File: config.mk
export PLATFORM = sky130hd
export DESIGN_NAME = mips_muldiv_unit
export DESIGN_NICKNAME = d
export VERILOG_FILES = /design/src/rtl/mips_muldiv_unit.sv
export SDC_FILE = /design/constraint.sdc
export NUM_CORES = 1
export LEC_CHECK = 0
export CORE_ASPECT_RATIO = 1.1
export CORE_MARGIN = 3
export CORE_UTILIZATION = 58
export DETAILED_ROUTE_END_ITERATION = 12
export PLACE_DENSITY = 0.88
export SYNTH_ARGS = -nofsm -noshare
export SYNTH_HDL_FRONTEND = slang
export SYNTH_SLANG_ARGS = --single-unit
File: constraint.sdc
create_clock -name clk -period 4.7 [get_ports clk]
set_clock_uncertainty 0.1 [all_clocks]
set_input_delay 0.705 -clock clk [delete_from_list [all_inputs] [get_ports clk]]
set_output_delay 0.705 -clock clk [all_outputs]
set_load 0.02 [all_outputs]
File: src/rtl/mips_muldiv_unit.sv
// Iterative multiply/divide unit with HI/LO registers for the pipelined MIPS core.
// Shift-add multiply and restoring divide on operand magnitudes, one bit per cycle, sign fixed up at the end.
module mips_muldiv_unit #(
    parameter int WIDTH = 32
) (
    input  logic             clk,
    input  logic             reset,
    input  logic             start,
    input  logic [1:0]       op,
    input  logic [WIDTH-1:0] srca,
    input  logic [WIDTH-1:0] srcb,
    input  logic             abort,
    input  logic             whi,
    input  logic             wlo,
    input  logic [WIDTH-1:0] wdata,
    output logic             busy,
    output logic             done,
    output logic [WIDTH-1:0] hi,
    output logic [WIDTH-1:0] lo
);

    localparam int CW = $clog2(WIDTH);
    localparam logic [CW-1:0] LAST = CW'(WIDTH - 1);

    typedef enum logic [1:0] {
        IDLE = 2'd0,
        RUN  = 2'd1,
        FIX  = 2'd2
    } state_t;

    state_t           state_q, state_d;
    logic [CW-1:0]    cnt_q, cnt_d;
    logic [WIDTH-1:0] hi_q, hi_d;
    logic [WIDTH-1:0] lo_q, lo_d;
    logic [WIDTH-1:0] acc_q, acc_d;
    logic [WIDTH-1:0] shr_q, shr_d;
    logic [WIDTH-1:0] m_q, m_d;
    logic             is_div_q, is_div_d;
    logic             neg_q, neg_d;
    logic             neg_rem_q, neg_rem_d;
    logic             busy_q, busy_d;
    logic             done_q, done_d;

    logic               is_signed;
    logic               a_neg;
    logic               b_neg;
    logic [WIDTH-1:0]   a_mag;
    logic [WIDTH-1:0]   b_mag;
    logic [WIDTH:0]     mul_sum;
    logic [WIDTH:0]     div_shift;
    logic [WIDTH:0]     div_diff;
    logic [2*WIDTH-1:0] prod;
    logic [2*WIDTH-1:0] prod_fix;
    logic [WIDTH-1:0]   quo_fix;
    logic [WIDTH-1:0]   rem_fix;

    // acc holds the running product upper half / partial remainder; shr holds the multiplier / dividend-then-quotient.
    always_comb begin
        is_signed = ~op[0];
        a_neg     = is_signed & srca[WIDTH-1];
        b_neg     = is_signed & srcb[WIDTH-1];
        a_mag     = a_neg ? -srca : srca;
        b_mag     = b_neg ? -srcb : srcb;
        mul_sum   = {1'b0, acc_q} + (shr_q[0] ? {1'b0, m_q} : '0);
        div_shift = {acc_q, shr_q[WIDTH-1]};
        div_diff  = div_shift - {1'b0, m_q};
        prod      = {acc_q, shr_q};
        prod_fix  = neg_q ? -prod : prod;
        quo_fix   = (m_q == '0) ? '1 : (neg_q ? -shr_q : shr_q);
        rem_fix   = neg_rem_q ? -acc_q : acc_q;

        state_d   = state_q;
        cnt_d     = cnt_q;
        hi_d      = hi_q;
        lo_d      = lo_q;
        acc_d     = acc_q;
        shr_d     = shr_q;
        m_d       = m_q;
        is_div_d  = is_div_q;
        neg_d     = neg_q;
        neg_rem_d = neg_rem_q;
        done_d    = 1'b0;

        case (state_q)
            IDLE: begin
                if (start && !abort) begin
                    state_d   = RUN;
                    cnt_d     = '0;
                    is_div_d  = op[1];
                    acc_d     = '0;
                    shr_d     = op[1] ? a_mag : b_mag;
                    m_d       = op[1] ? b_mag : a_mag;
                    neg_d     = a_neg ^ b_neg;
                    neg_rem_d = a_neg;
                end else begin
                    if (whi) hi_d = wdata;
                    if (wlo) lo_d = wdata;
                end
            end
            RUN: begin
                if (abort) begin
                    state_d = IDLE;
                end else begin
                    if (is_div_q) begin
                        acc_d = div_diff[WIDTH] ? div_shift[WIDTH-1:0] : div_diff[WIDTH-1:0];
                        shr_d = {shr_q[WIDTH-2:0], ~div_diff[WIDTH]};
                    end else begin
                        acc_d = mul_sum[WIDTH:1];
                        shr_d = {mul_sum[0], shr_q[WIDTH-1:1]};
                    end
                    cnt_d = cnt_q + CW'(1);
                    if (cnt_q == LAST) state_d = FIX;
                end
            end
            FIX: begin
                state_d = IDLE;
                if (!abort) begin
                    done_d = 1'b1;
                    if (is_div_q) begin
                        hi_d = rem_fix;
                        lo_d = quo_fix;
                    end else begin
                        hi_d = prod_fix[2*WIDTH-1:WIDTH];
                        lo_d = prod_fix[WIDTH-1:0];
                    end
                end
            end
            default: state_d = IDLE;
        endcase

        busy_d = (state_d != IDLE);
    end

    always_ff @(posedge clk) begin
        if (reset) begin
            state_q   <= IDLE;
            cnt_q     <= '0;
            hi_q      <= '0;
            lo_q      <= '0;
            acc_q     <= '0;
            shr_q     <= '0;
            m_q       <= '0;
            is_div_q  <= 1'b0;
            neg_q     <= 1'b0;
            neg_rem_q <= 1'b0;
            busy_q    <= 1'b0;
            done_q    <= 1'b0;
        end else begin
            state_q   <= state_d;
            cnt_q     <= cnt_d;
            hi_q      <= hi_d;
            lo_q      <= lo_d;
            acc_q     <= acc_d;
            shr_q     <= shr_d;
            m_q       <= m_d;
            is_div_q  <= is_div_d;
            neg_q     <= neg_d;
            neg_rem_q <= neg_rem_d;
            busy_q    <= busy_d;
            done_q    <= done_d;
        end
    end

    assign busy = busy_q;
    assign done = done_q;
    assign hi   = hi_q;
    assign lo   = lo_q;

endmodule

# Word-level counts from Yosys, hierarchy flattened
# Cells that the tools add are included.
[word_totals] reg_bits=172 inputBits=104 out_inout_bits=66 elab_cells=83
[classes] n_addsub=8 eq_ne=9 muxes=36 n_bitwise=6 reduce_logical=12
[op_table] operator="$mux 32" n=23
[op_table] operator="$pmux 32 s2" n=4
[op_table] operator="$neg 32->32" n=4
[op_table] operator="$mux 64" n=1
[op_table] operator="$neg 64->64" n=1
[op_table] operator="$add 32x32->33" n=1
[op_table] operator="$sub 33x32->33" n=1
[op_table] operator="$logic_not 32->1" n=1
[op_table] operator="$ne 2x2->1 const B" n=6
[op_table] operator="$mux 5" n=2
[op_table] operator="$pmux 5 s2" n=1
[op_table] operator="$reduce_and 4->1" n=2
[op_table] operator="$mux 2" n=3
[op_table] operator="$reduce_bool 2->1" n=3
[op_table] operator="$add 5x1->5 const B" n=1
[op_table] operator="$eq 5x5->1 const B" n=1
[op_table] operator="$pmux 2 s2" n=1
[op_table] operator="$not 1->1" n=3
[op_table] operator="$reduce_and 3->1" n=1
[op_table] operator="$and 1x1->1" n=2
[op_table] operator="$eq 2x1->1 const B" n=1
[op_table] operator="$eq 2x2->1 const B" n=1
[op_table] operator="$logic_not 2->1" n=1
[op_table] operator="$reduce_and 2->1" n=1
[op_table] operator="5 further kinds" n=5

# Depth between registers and ports, before layout
[depth] depth_word=6 ltp_mapped=14 mapped_depth_nobuf=13

# Worst setup path before layout
# OpenSTA, ideal clock, no wires.
[synth_timing] path_kind="reg-to-reg" startpoint="reg shr_q[31]" endpoint="reg acc_q[18]" setup_time_ps=122 arrival_ps=3351 required_time_ps=4478 slack_ps=1127 stages_incl_launch_ff=14 n_path_buf=2 period_less_slack_ps=3573 path_cell_list="dfxtp_1 > inv_1 > ha_1 > fa_1 > nand2b_1 > a21oi_1 > o21ai_0 > a211o_1 > a31oi_1 > xnor2_1 > clkbuf_1 > clkbuf_1 > o21ai_0 > a221o_1"
[synth_between] elab_chain_cells=5
[synth_rtl] item="from (decl)" line="36" rtl="logic [WIDTH-1:0] shr_q, shr_d;"
[synth_rtl] item="from (signal assigned)" line="154" rtl="shr_q <= shr_d;"
[synth_rtl] item="$sub 33x32->33" line="66" rtl="div_diff = div_shift - {1'b0, m_q};"
[synth_rtl] item="$mux 32" line="105" rtl="acc_d = div_diff[WIDTH] ? div_shift[WIDTH-1:0] : div_diff[WIDTH-1:0];"
[synth_rtl] item="$mux 32" line="104" rtl="if (is_div_q) begin"
[synth_rtl] item="$mux 32" line="101" rtl="if (abort) begin"
[synth_rtl] item="$pmux 32 s2" line="84" rtl="case (state_q)"
[synth_rtl] item="to (signal assigned)" line="140" rtl="acc_q <= '0;"
[synth_rtl] item="to (signal assigned)" line="153" rtl="acc_q <= acc_d;"
[synth_rtl] item="to (decl)" line="35" rtl="logic [WIDTH-1:0] acc_q, acc_d;"
# Every way passes these cells. The select of a mux whose other input is x is not followed.
# A chain may end at the register's enable or synchronous reset.

# Final worst setup path
[layout_timing] startpoint="reg shr_q[0]" endpoint="reg acc_q[25]"
[layout_between] elab_chain_cells=5
[layout_rtl] item="$mux 32" line="64" rtl="mul_sum = {1'b0, acc_q} + (shr_q[0] ? {1'b0, m_q} : '0);"
[layout_rtl] item="$add 32x32->33" line="64"
[layout_rtl] item="$mux 32" line="104"
[layout_rtl] item="$mux 32" line="101"
[layout_rtl] item="$pmux 32 s2" line="84"
# Every way passes these cells. The select of a mux whose other input is x is not followed.

==> metrics.txt <==
library cells used by synthesis 78; Reg power frac 37.6%; Logic pwr share 28.7%; worst r2r src shr_q[0]; VDD IR-drop max 0.233 mV; CTS tree yes; Sequential Area 3440 um^2; sw power 0.00161 W; Primary FF master, synth dfxtp_1; power share of the clock group 33.7%; clk_lat worst skew 0.45 ns; MaxCap Viol Count 0; hold_sp lo[8]; GPL Wtd Cong 1.03; layout cells sized above 1 5.17%; worst slack, placed 0.717 ns; Die Width 157 um; Initial Utilization 60.1%; async set or reset register ratio after synthesis 0%; total wire length 54,000 um; gr usage total 39.0%; Hold Crit Class reg -> reg; Syn Nets 2,175; 1st-iter DRT viols 2,091; switching share of power 36.8%; Max-Slew Margin vs Limit 21.8%; fin cells 2,414; outcome completed; RSZ-0062 raised after global routing false; DRT antenna net count 0; clock tree root driver cell clkbuf_16; synthesized area 14,500 um^2; CP startpoint kind flop; syn_area_per_cell 7.23 um^2; Critical Path Max Stage Delay 0.65 ns; number of buffers created by CTS 17; P&R area growth vs syn 16.8%; Worst setup EP type flop; row cnt 59; number of global-route vias before repair 14,900; post-CTS setup buffer count 0; Inserted Diodes 0; first-pass GRT wire length 82,800 um; Period minus WS final 4.00 ns; Vias per Instance 6.66; multi-input combinational cell area 10,200 um^2; FILL cells 2,053; cts repair resizes 0; vias 16,100; clk slew on worst S/H paths 0.08 ns; Synth Instances 1,999; required time worst endpoint 4.96 ns; slowest CP cell a221oi_1; worst r2r dst acc_q[25]; placed cell count 2,382; final worst slack 0.702 ns; num ports 170; global route overflow 0; Crit Path Category reg -> reg; Max Clock Freq 250 MHz; worst-path fanout max 19; Slew Limit Fails 0; worst path cell trace inv_1, nor2_1, ha_1, a21o_1, a21o_1, o21ai_0, a21oi_1, a221oi_1, nor2_1, a31oi_1, mux2_2, o31ai_1; Total Nets Final 2,272; number of synthesized flops with an enable pin 0; clock sinks 172; Clock Path Buffers 2; Die H 172 um; post-synthesis sequential area ratio 23.8%; Worst R2R Path Depth 12; DR pass1 iterations 6; hold buffer count at CTS 0; Core ar. 24,100 um^2; hold path depth 2; crit share post-route 85.1%; drt drc 0; WL per Instance 22.4 um; PwrDens 259 nW/um^2; Pint 0.00276 W; Final HPWL DP 42,100 um; Yosys reg bits 172; largest net degree at the start of global routing 88; IO buf count 169; Final Hold Fails 0; initial antenna violation count 0; pin slew with the least headroom to its limit 1.17 ns; reg2reg setup slack 0.70 ns; H-tree levels 4; full die area 26,900 um^2; setup_tns 0 ns; WHS Endpoint lo[8]; Leakage 6.55 nW; WP data arrival 4.26 ns; synth warn 0; final setup violation count 0
-- placed cells by master, fill, tap and decap left out, drive strengths merged, types with 53 or more instances in the layout --
cell type | Yosys | final
xor2 | 71 | 71
dfxtp | 172 | 172
clkdlybuf4s50 | 1 | 167
nor3 | 55 | 55
inv | 62 | 70
mux2i | 53 | 53
ha | 70 | 70
a21oi | 207 | 207
nand2 | 211 | 211
o21ai | 149 | 149
a211oi | 57 | 57
xnor2 | 101 | 101
nor2 | 234 | 234
-- worst max path at each step --
stage / startpoint / end / slack (ns) / cells past startpoint
6_report: shr_q[0] / acc_q[25] / 0.70 / 12
4_1_cts: shr_q[0] / acc_q[25] / 0.79 / 12
2_1_floorplan: shr_q[31] / acc_q[18] / 1.13 / 13
3_3_place_gp: srcb[0] / shr_q[30] / 0.80 / 12
3_5_place_dp: srcb[0] / shr_q[30] / 0.72 / 12
5_1_grt: shr_q[0] / acc_q[25] / 0.42 / 12
-- Yosys cell counts, types with 10 or more instances --
library cell  instances  area share, %
o211ai_1             17           0.88
nand2b_1             28            1.2
mux2i_1              53            3.7
o31ai_1              25            1.3
xnor2_1             101            6.1
o21ai_0             148            5.1
nor2_1              234            6.1
xor2_1               71            4.3
a21oi_1             206            7.1
a22oi_1              12           0.62
o221ai_1             26            1.6
nor3_1               55            1.9
o21bai_1             11           0.57
a21o_1               23            1.2
nor2b_1              17           0.74
clkbuf_1            112            2.9
nor4_1               27            1.2
o21a_1               10           0.52
ha_1                 70            6.1
nand2_1             211            5.5
or4_1                10           0.52
and3_1               11           0.48
or3_1                15           0.65
a211oi_1             57            3.0
inv_1                61            1.6
dfxtp_1             172             24
o22ai_1              19           0.82
a221o_1              11           0.76
a31oi_1              17           0.74
nand3_1              22           0.76
-- cell type report --
class / instances / area share (%)
Multi-Input combinational cell: 1631 / 60.6
Sequential cell: 172 / 20.4
Timing Repair Buffer: 212 / 11.9
Clock buffer: 17 / 2.52
Tap cell: 305 / 2.26
Inverter: 62 / 1.38
Clock inverter: 15 / 1.00
-- cells by family (layout without fill, tap and decap cells) --
logic type / count (synthesis) / count (layout) / synth area share, %
buffers and inverters: 196 / 306 / 5.62
AOI/OAI and AO/OA: 647 / 647 / 28.2
xor gates and xnor gates: 172 / 172 / 10.4
and+or+nand+nor: 686 / 686 / 21.8
muxes: 54 / 54 / 3.75
adders and majority gates: 72 / 72 / 6.33
DFF: 172 / 172 / 23.8
-- metal layers --
layer  share of wire, %  wire (um)  vias to the layer above  GRT usage (%)
li1                   -          -                     7427              -
met1                 38      20500                     7549           46.9
met2                 48      25700                      910           66.1
met3                8.7       4680                      192           7.88
met4                5.9       3190                        0           20.0
met5                  0          0                        -              0
-- metrics by stage --
stage                     utilization, %  cell area, um^2  hold WS, ns  power (W)
after floorplan                        -            14500        0.332    0.00241
after global placement              67.7            16300        0.342    0.00287
after detailed placement            67.7            16300        0.347    0.00289
after CTS                           70.2            16900        0.356    0.00433
after global routing                70.2            16900        0.382    0.00452
final                               70.2            16900        0.359    0.00437
-- registers in the layout (all words and copies together) (netlist names) --
name       flops
acc_q         32
hi            32
lo            32
m_q           32
shr_q         32
cnt_q          5
state_q        2
busy           1
done           1
is_div_q       1
neg_q          1
neg_rem_q      1
-- worst max-delay path, delay by kind of cell (launching register included) --
family / cells / cell delay, ns
AO/OA/AOI/OAI: 7 / 1.90
buffers and inverters: 1 / 0.55
multiplexers: 1 / 0.36
flip-flops: 1 / 0.41
AND/OR/NAND/NOR: 2 / 0.21
adder cells (fa/ha/maj): 1 / 0.38
-- power groups by stage --
stage | logic (W) | clock network, W | registers (W)
floorplan | 0.000742 | 0 | 0.00167
global placement | 0.00120 | 0 | 0.00166
detailed placement | 0.00122 | 0 | 0.00167
CTS | 0.00123 | 0.00147 | 0.00164
global route | 0.00135 | 0.00152 | 0.00165
finish | 0.00125 | 0.00147 | 0.00164
Note: power is estimated with default switching activity, not from simulation.
